## config.mk

```make
export PLATFORM = sky130hd
export DESIGN_NAME = hex_decode_scan_flat
export DESIGN_NICKNAME = d
export VERILOG_FILES = /design/src/rtl/hex_decode_scan_if.sv /design/src/rtl/hex_decode_scan.sv /design/src/flat_wrapper.sv
export SDC_FILE = /design/constraint.sdc
export NUM_CORES = 1
export LEC_CHECK = 0
export ABC_AREA = 1
export BUFFER_PORTS_ARGS = -buffer_cell sky130_fd_sc_hd__buf_2
export CORE_MARGIN = 3
export CORE_UTILIZATION = 35
export CTS_BUF_LIST = sky130_fd_sc_hd__clkbuf_16
export CTS_CLUSTER_SIZE = 24
export DETAILED_ROUTE_END_ITERATION = 10
export PLACE_DENSITY_LB_ADDON = 0.2
export SYNTH_ARGS = -nofsm -noshare
export SYNTH_HDL_FRONTEND = slang
export SYNTH_SLANG_ARGS = --single-unit
```

## constraint.sdc

```tcl
create_clock -name CLOCK_50 -period 4.2 [get_ports CLOCK_50]
set_clock_uncertainty 0.1 [all_clocks]
set_input_delay 0.84 -clock CLOCK_50 [delete_from_list [all_inputs] [get_ports CLOCK_50]]
set_output_delay 0.84 -clock CLOCK_50 [all_outputs]
set_load 0.01 [all_outputs]
```

## src/rtl/hex_decode_scan_if.sv

```systemverilog
// Bus between the scan requester and hex_decode_scan: the six segment inputs,
// the start request, and the decoded results and status.
interface hex_decode_scan_if;
  logic        Start;
  logic [6:0]  HEX0;
  logic [6:0]  HEX1;
  logic [6:0]  HEX2;
  logic [6:0]  HEX3;
  logic [6:0]  HEX4;
  logic [6:0]  HEX5;
  logic [23:0] Value;
  logic [5:0]  Valid;
  logic [5:0]  Blank;
  logic [2:0]  ErrCnt;
  logic        Busy;
  logic        Done;

  modport master (
    output Start, HEX0, HEX1, HEX2, HEX3, HEX4, HEX5,
    input  Value, Valid, Blank, ErrCnt, Busy, Done
  );

  modport slave (
    input  Start, HEX0, HEX1, HEX2, HEX3, HEX4, HEX5,
    output Value, Valid, Blank, ErrCnt, Busy, Done
  );
endinterface

```

## src/rtl/hex_decode_scan.sv

```systemverilog
// Scans six active-low seven-segment patterns one digit per cycle and turns
// each back into a hex nibble, flagging blank and unrecognised glyphs.
module hex_decode_scan (
  input  logic              CLOCK_50,
  input  logic              Reset,
  hex_decode_scan_if.slave  bus
);

  typedef enum logic [1:0] {
    IDLE = 2'd0,
    SCAN = 2'd1,
    DONE = 2'd2
  } state_t;

  state_t      r_state;
  state_t      w_nextState;
  logic [2:0]  r_idx;
  logic [23:0] r_value;
  logic [5:0]  r_valid;
  logic [5:0]  r_blank;
  logic [2:0]  r_errCnt;

  logic [6:0]  w_pattern;
  logic [3:0]  w_nibble;
  logic        w_legal;
  logic        w_isBlank;

  // Only the digit addressed by r_idx is looked at in any given cycle.
  always_comb begin
    w_pattern = 7'h7F;
    case (r_idx)
      3'd0:    w_pattern = bus.HEX0;
      3'd1:    w_pattern = bus.HEX1;
      3'd2:    w_pattern = bus.HEX2;
      3'd3:    w_pattern = bus.HEX3;
      3'd4:    w_pattern = bus.HEX4;
      3'd5:    w_pattern = bus.HEX5;
      default: w_pattern = 7'h7F;
    endcase
  end

  always_comb begin
    w_nibble  = 4'h0;
    w_legal   = 1'b1;
    w_isBlank = 1'b0;
    case (w_pattern)
      7'h40: w_nibble = 4'h0;
      7'h79: w_nibble = 4'h1;
      7'h24: w_nibble = 4'h2;
      7'h30: w_nibble = 4'h3;
      7'h19: w_nibble = 4'h4;
      7'h12: w_nibble = 4'h5;
      7'h02: w_nibble = 4'h6;
      7'h78: w_nibble = 4'h7;
      7'h00: w_nibble = 4'h8;
      7'h10: w_nibble = 4'h9;
      7'h08: w_nibble = 4'hA;
      7'h03: w_nibble = 4'hB;
      7'h46: w_nibble = 4'hC;
      7'h21: w_nibble = 4'hD;
      7'h06: w_nibble = 4'hE;
      7'h0E: w_nibble = 4'hF;
      7'h7F: begin
        w_legal   = 1'b0;
        w_isBlank = 1'b1;
      end
      default: w_legal = 1'b0;
    endcase
  end

  always_ff @(posedge CLOCK_50) begin
    if (Reset) begin
      r_state <= IDLE;
    end else begin
      r_state <= w_nextState;
    end
  end

  // Start is only honoured from IDLE; requests during SCAN or DONE are dropped.
  always_comb begin
    w_nextState = r_state;
    case (r_state)
      IDLE:    if (bus.Start) w_nextState = SCAN;
      SCAN:    if (r_idx == 3'd5) w_nextState = DONE;
      DONE:    w_nextState = IDLE;
      default: w_nextState = IDLE;
    endcase
  end

  always_ff @(posedge CLOCK_50) begin
    if (Reset) begin
      r_idx    <= 3'd0;
      r_value  <= 24'h0;
      r_valid  <= 6'h0;
      r_blank  <= 6'h0;
      r_errCnt <= 3'd0;
    end else begin
      case (r_state)
        IDLE: begin
          if (bus.Start) begin
            r_idx    <= 3'd0;
            r_errCnt <= 3'd0;
          end
        end
        SCAN: begin
          r_value[4*r_idx +: 4] <= w_nibble;
          r_valid[r_idx]        <= w_legal;
          r_blank[r_idx]        <= w_isBlank;
          if (!w_legal && !w_isBlank) begin
            r_errCnt <= r_errCnt + 3'd1;
          end
          r_idx <= r_idx + 3'd1;
        end
        default: ;
      endcase
    end
  end

  assign bus.Value  = r_value;
  assign bus.Valid  = r_valid;
  assign bus.Blank  = r_blank;
  assign bus.ErrCnt = r_errCnt;
  assign bus.Busy   = (r_state == SCAN);
  assign bus.Done   = (r_state == DONE);

endmodule

```

## src/flat_wrapper.sv

```systemverilog
// flat-port wrapper written by rule: the top's interface ports become plain ports
module hex_decode_scan_flat 
  (CLOCK_50, Reset, bus_Start, bus_HEX0, bus_HEX1, bus_HEX2, bus_HEX3, bus_HEX4, bus_HEX5, bus_Value, bus_Valid, bus_Blank, bus_ErrCnt, bus_Busy, bus_Done);
  hex_decode_scan_if bus_i ();
  input  logic CLOCK_50;
  input  logic Reset;
  input wire logic [$bits(bus_i.Start)-1:0] bus_Start;
  input wire logic [$bits(bus_i.HEX0)-1:0] bus_HEX0;
  input wire logic [$bits(bus_i.HEX1)-1:0] bus_HEX1;
  input wire logic [$bits(bus_i.HEX2)-1:0] bus_HEX2;
  input wire logic [$bits(bus_i.HEX3)-1:0] bus_HEX3;
  input wire logic [$bits(bus_i.HEX4)-1:0] bus_HEX4;
  input wire logic [$bits(bus_i.HEX5)-1:0] bus_HEX5;
  output wire logic [$bits(bus_i.Value)-1:0] bus_Value;
  output wire logic [$bits(bus_i.Valid)-1:0] bus_Valid;
  output wire logic [$bits(bus_i.Blank)-1:0] bus_Blank;
  output wire logic [$bits(bus_i.ErrCnt)-1:0] bus_ErrCnt;
  output wire logic [$bits(bus_i.Busy)-1:0] bus_Busy;
  output wire logic [$bits(bus_i.Done)-1:0] bus_Done;
  assign bus_i.Start = bus_Start;
  assign bus_i.HEX0 = bus_HEX0;
  assign bus_i.HEX1 = bus_HEX1;
  assign bus_i.HEX2 = bus_HEX2;
  assign bus_i.HEX3 = bus_HEX3;
  assign bus_i.HEX4 = bus_HEX4;
  assign bus_i.HEX5 = bus_HEX5;
  assign bus_Value = bus_i.Value;
  assign bus_Valid = bus_i.Valid;
  assign bus_Blank = bus_i.Blank;
  assign bus_ErrCnt = bus_i.ErrCnt;
  assign bus_Busy = bus_i.Busy;
  assign bus_Done = bus_i.Done;
  hex_decode_scan u_core (.CLOCK_50(CLOCK_50), .Reset(Reset), .bus(bus_i));
endmodule
```

After elaboration in Yosys (flattened, before gate mapping)
Index checks and enable logic that the tools add are counted.
- bits in registers: 44
- input port bits: 45
- output and inout port bits: 41
- word-level logic and storage cells: 67
- $add $sub $neg: 3
- order comparisons: 2
- equality and inequality tests: 26
- shift operators: 2
- multiplexer cells: 16
- reductions and logical operators: 12
- operator list (kind ; count):
    4-bit one-hot mux with 15 select lines ; 1
    7-bit one-hot mux with 6 select lines ; 1
    7-bit == test, second input constant ; 5
    5-bit negation with 34-bit output ; 1
    4-bit by 34-bit variable shift with 24-bit output, first input constant ; 1
    4-bit by 34-bit variable part select with 24-bit output ; 1
    24-bit bitwise mux ; 1
    7-bit by 5-bit == test with 1-bit output, second input constant ; 3
    7-bit by 6-bit == test with 1-bit output, second input constant ; 3
    16-bit OR reduction ; 1
    7-bit by 2-bit == test with 1-bit output, second input constant ; 2
    7-bit by 4-bit == test with 1-bit output, second input constant ; 2
    6-bit bitwise mux ; 2
    3-bit one-hot mux with 2 select lines ; 2
    7-bit by 3-bit == test with 1-bit output, second input constant ; 1
    7-bit zero test ; 1
    3-bit by 1-bit adder with 3-bit output, second input constant ; 2
    3-bit by 2-bit == test with 1-bit output, second input constant ; 2
    3-bit == test, second input constant ; 2
    3-bit two-way mux ; 2
    3-bit by 4-bit < comparator with 1-bit output, second input constant ; 1
    2-bit two-way mux ; 2
    2-bit by 1-bit inequality test with 1-bit output, second input constant ; 2
    2-bit one-hot mux with 2 select lines ; 1
    14 further kinds ; 19

Depth between registers and ports, before layout
- depth after elaboration: 9
- gate-level depth with buffers: 21
- gate-level depth less buffers: 20

Least setup slack after synthesis
No wires, ideal clock.
- kind: register to register
- start point: reg u_core.r_idx[0]
- end point: reg u_core.r_valid[0] (netlist: u_core.bus.Valid[0])
- data arrival time: 2298 ps
- required time: 3975 ps
- setup slack: 1676 ps
- cell stages (with the launch flop): 18
- path buffers: 2
- cells stage by stage: dfxtp_1 inv_1 ha_1 ha_1 buf_2 nor2_4 nand3_4 buf_6 nand2_2 nor2_4 nand2_4 nor2_1 nand2_2 nand2_2 nor2_2 nand2_1 nor2_2 a21oi_1
- longest elaborated chain between the ends: 6
- ends and longest elaborated chain (item ; line ; text):
    from (decl) ; hex_decode_scan.sv:17 ; logic [2:0] r_idx;
    from (signal assigned) ; hex_decode_scan.sv:112 ; r_idx <= r_idx + 3'd1;
    3-bit == test, or another cell as far along ; hex_decode_scan.sv:31 ; case (r_idx)
    7-bit one-hot mux with 6 select lines ; hex_decode_scan.sv:31 ;
    7-bit == test, or another cell as far along ; hex_decode_scan.sv:46 ; case (w_pattern)
    16-bit OR reduction (no source line) ; - ;
    1-bit two-way mux ; hex_decode_scan.sv:46 ;
    6-bit bitwise mux (*) ; hex_decode_scan.sv:107 ; r_valid[r_idx] <= w_legal;
    to (signal, indexed assignment) ; hex_decode_scan.sv:107 ;
    to (decl) ; hex_decode_scan.sv:19 ; logic [5:0] r_valid;
Mark *: on every way between the ends. The rest lies on a longest branch, timed or not.
A chain may end at the register's enable or synchronous reset.

Final worst setup path
- start point: reg u_core.r_idx[2]
- end point: reg u_core.r_valid[4] (netlist: u_core.bus.Valid[4])
The elaborated chain is that of the path after synthesis.

==> impl_metrics.tcl <==
set metrics [dict create \
    max_stage_delay_ns 0.61 \
    synth_top_family_by_area "simple AND/OR/NAND/NOR gates" \
    p_leak_uw 0.00188 \
    num_rows 32 \
    wl_um 7400 \
    syn_avg_cell_area_um2 6.55 \
    path_cells "inv_2 > ha_1 > nor2_4 > nand3_4 > nand2_1 > nor2_4 > inv_1 > nor2_4 > nand2_1 > nand2_2 > nor2_2 > nand2_1 > nor2_2 > a21oi_1" \
    gr-total-overflow 0 \
    synthSimpleGateAreaFrac_pct 38.3 \
    clk_latency_ns 0.28 \
    hold_viol_final 0 \
    fillers 843 \
    power.density_mw_per_mm2 298 \
    core_mm2 0.00777 \
    numCtsBuffers 5 \
    post_cts_buffers 0 \
    dp_hpwl_um 5950 \
    slew_headroom_pct 60.1 \
    synthXorXnorAreaFrac_pct 0.310 \
    cp.arrival_ns 3.16 \
    seq_area_frac_synth_pct 31.2 \
    antenna-diode-count 0 \
    synthCells 431 \
    clock_sinks 44 \
    ant_nets 0 \
    start_kind "flip-flop" \
    place_inst 605 \
    synth_cell_types 31 \
    worst_slew_pin_slew_ns 0.599 \
    postCtsHoldBufs 0 \
    areaGrowthSynthToFinish_pct 20.9 \
    reg2reg_slack_ns 1.10 \
    critPathKind "reg -> reg" \
    gp_congestion 0.898 \
    cts.path.max_buffers 2 \
    die_area_mm2 0.00917 \
    die-width_um 95.8 \
    post_cts_resized 0 \
    drv_slew 0 \
    synth_top_area_share_pct 31.2 \
    fmax_mhz 323 \
    vias_per_cell 4.72 \
    grt_pass1_vias 2630 \
    clk_pin_slew_ns 0.06 \
    yosysTopAreaCell "dfxtp_1" \
    antenna_found_initial 0 \
    synth_mux_area_share_pct 0 \
    hold_class "reg -> reg" \
    cp_top_family "simple AND/OR/NAND/NOR gates" \
    worstPathMaxFanout 18 \
    ys_warn_count 0 \
    io_pins 86 \
    syn_nets 484 \
    drc_errors 0 \
    post_drt_wl_per_cell_um 12.1 \
    slowest_stage "dfxtp_1" \
    finalCritPeriodShare_pct 73.8 \
    max_cap_violations 0 \
    endpoint_kind "flip-flop" \
    cts_root_buf "clkbuf_16" \
    synthTopCellsByArea "dfxtp_1 (31%), nand2_1 (11%), inv_1 (8.8%)" \
    synth_fa_ha_area_share_pct 3.55 \
    crit_buf_inv 2 \
    firstDrtPassIters 4 \
    num_vias 2887 \
    die_h_um 95.8 \
    port-buffer-count 85 \
    instances_no_fill 612 \
    cts_tree "done" \
    grt_usage_pct 16.4 \
    grt_max_degree 30 \
    fin_tns_setup_ns 0 \
    ys_seq_elements 44 \
    syn-cell-area_mm2 0.00282 \
    synth_compound_area_share_pct 13.9 \
    dr.first_iter.drc_count 94 \
    critical_path_required_ns 4.26 \
    layout_min_cycle_time_ns 3.10 \
    ir_worst_vdd_mv 0.194 \
    grt_first_pass_wirelength_um 12000 \
    setup_viol 0 \
    start_util_pct 36.3 \
    rsz0062_at_grt "false" \
    status "completed" \
    nNetsFinal 563 \
    htree_levels 2 \
    drive_above_1_share_pct 26.3 \
]
## per-layer routing
layer  up-vias  track usage (%)  share of wire (%)
li1       1532                -                  -
met1      1285             21.0                 45
met5         -                0                  0
met3         9             3.36                6.0
met4         0             3.91               0.96
met2        61             28.1                 48
## synth_stat cells, drive strengths merged
cell type and number:
ha 8, nor3 3, or2 1, buf 10
nand2 95, o211ai 1, dfxtp 44, inv 69
nand3 48, a21oi 37, nand4 8, o21ai 37
clkbuf 3, a211oi 1, xnor2 1, nor2 64
nand3b 1
## tightest hold or removal path, stage by stage (launching register included)
cell	delay, ns
dfxtp_1	0.31
nand2_1	0.06
a21oi_1	0.05
## report_power, final
part	internal (µW)	switching, µW	leakage [µW]
clock network	216	152	0.0000657
logic	73.2	142	0.00145
registers	427	7.20	0.000356
## path summary, 6_finish.rpt
path	from	to	cells after the start
max	u_core.r_idx[2]	u_core.bus.Valid[4]	14
min	u_core.bus.Value[2]	u_core.bus.Value[2]	2
max reg2reg	u_core.r_idx[2]	u_core.bus.Valid[4]	14
min reg2reg	u_core.bus.Value[2]	u_core.bus.Value[2]	2
## through the flow
step                hold WS (ns)  instance area, µm²  total power [µW]  util (%)  setup WS [ns]
CTS                        0.371                3410              1030      43.9           1.12
floorplan                  0.390                2820               600         -           1.68
global route               0.383                3410              1070      43.9          0.769
detailed placement         0.361                3270               658      42.2           1.14
global placement           0.368                3270               656      42.2           1.22
finish                     0.371                3410              1020      43.9           1.10
## registers in the layout, indices dropped and copies added, names as in the netlist
name               flops
u_core.bus.Valid       6
u_core.r_state         2
u_core.bus.ErrCnt      3
u_core.bus.Value      24
u_core.bus.Blank       6
u_core.r_idx           3
## final cells by class
type,instances,area [µm²],share of cell area (%)
inverters,69,259,7.59
multi-input cells,305,1580,46.4
repair buffers,85,425,12.5
clock buffers,5,125,3.67
clock inverters,2,12.5,0.367
well taps,102,128,3.74
flip-flops and latches,44,881,25.8
## cell families after synthesis
family	after synthesis
AND/OR/NAND/NOR	220
buffers and inverters	82
AO/OA/AOI/OAI	76
flip-flops	44
adder cells (fa/ha/maj)	8
XOR/XNOR	1
## placed cells by master (no fill, tap or decap), types with 9 or more instances in the layout
cell type / n
dfxtp_1: 44
nand3_1: 46
nor2_2: 9
nand2_2: 14
nor2_1: 47
a21oi_1: 35
inv_1: 66
nand2_1: 80
o21ai_0: 32
buf_2: 85
(Power assumes the default switching activity.)
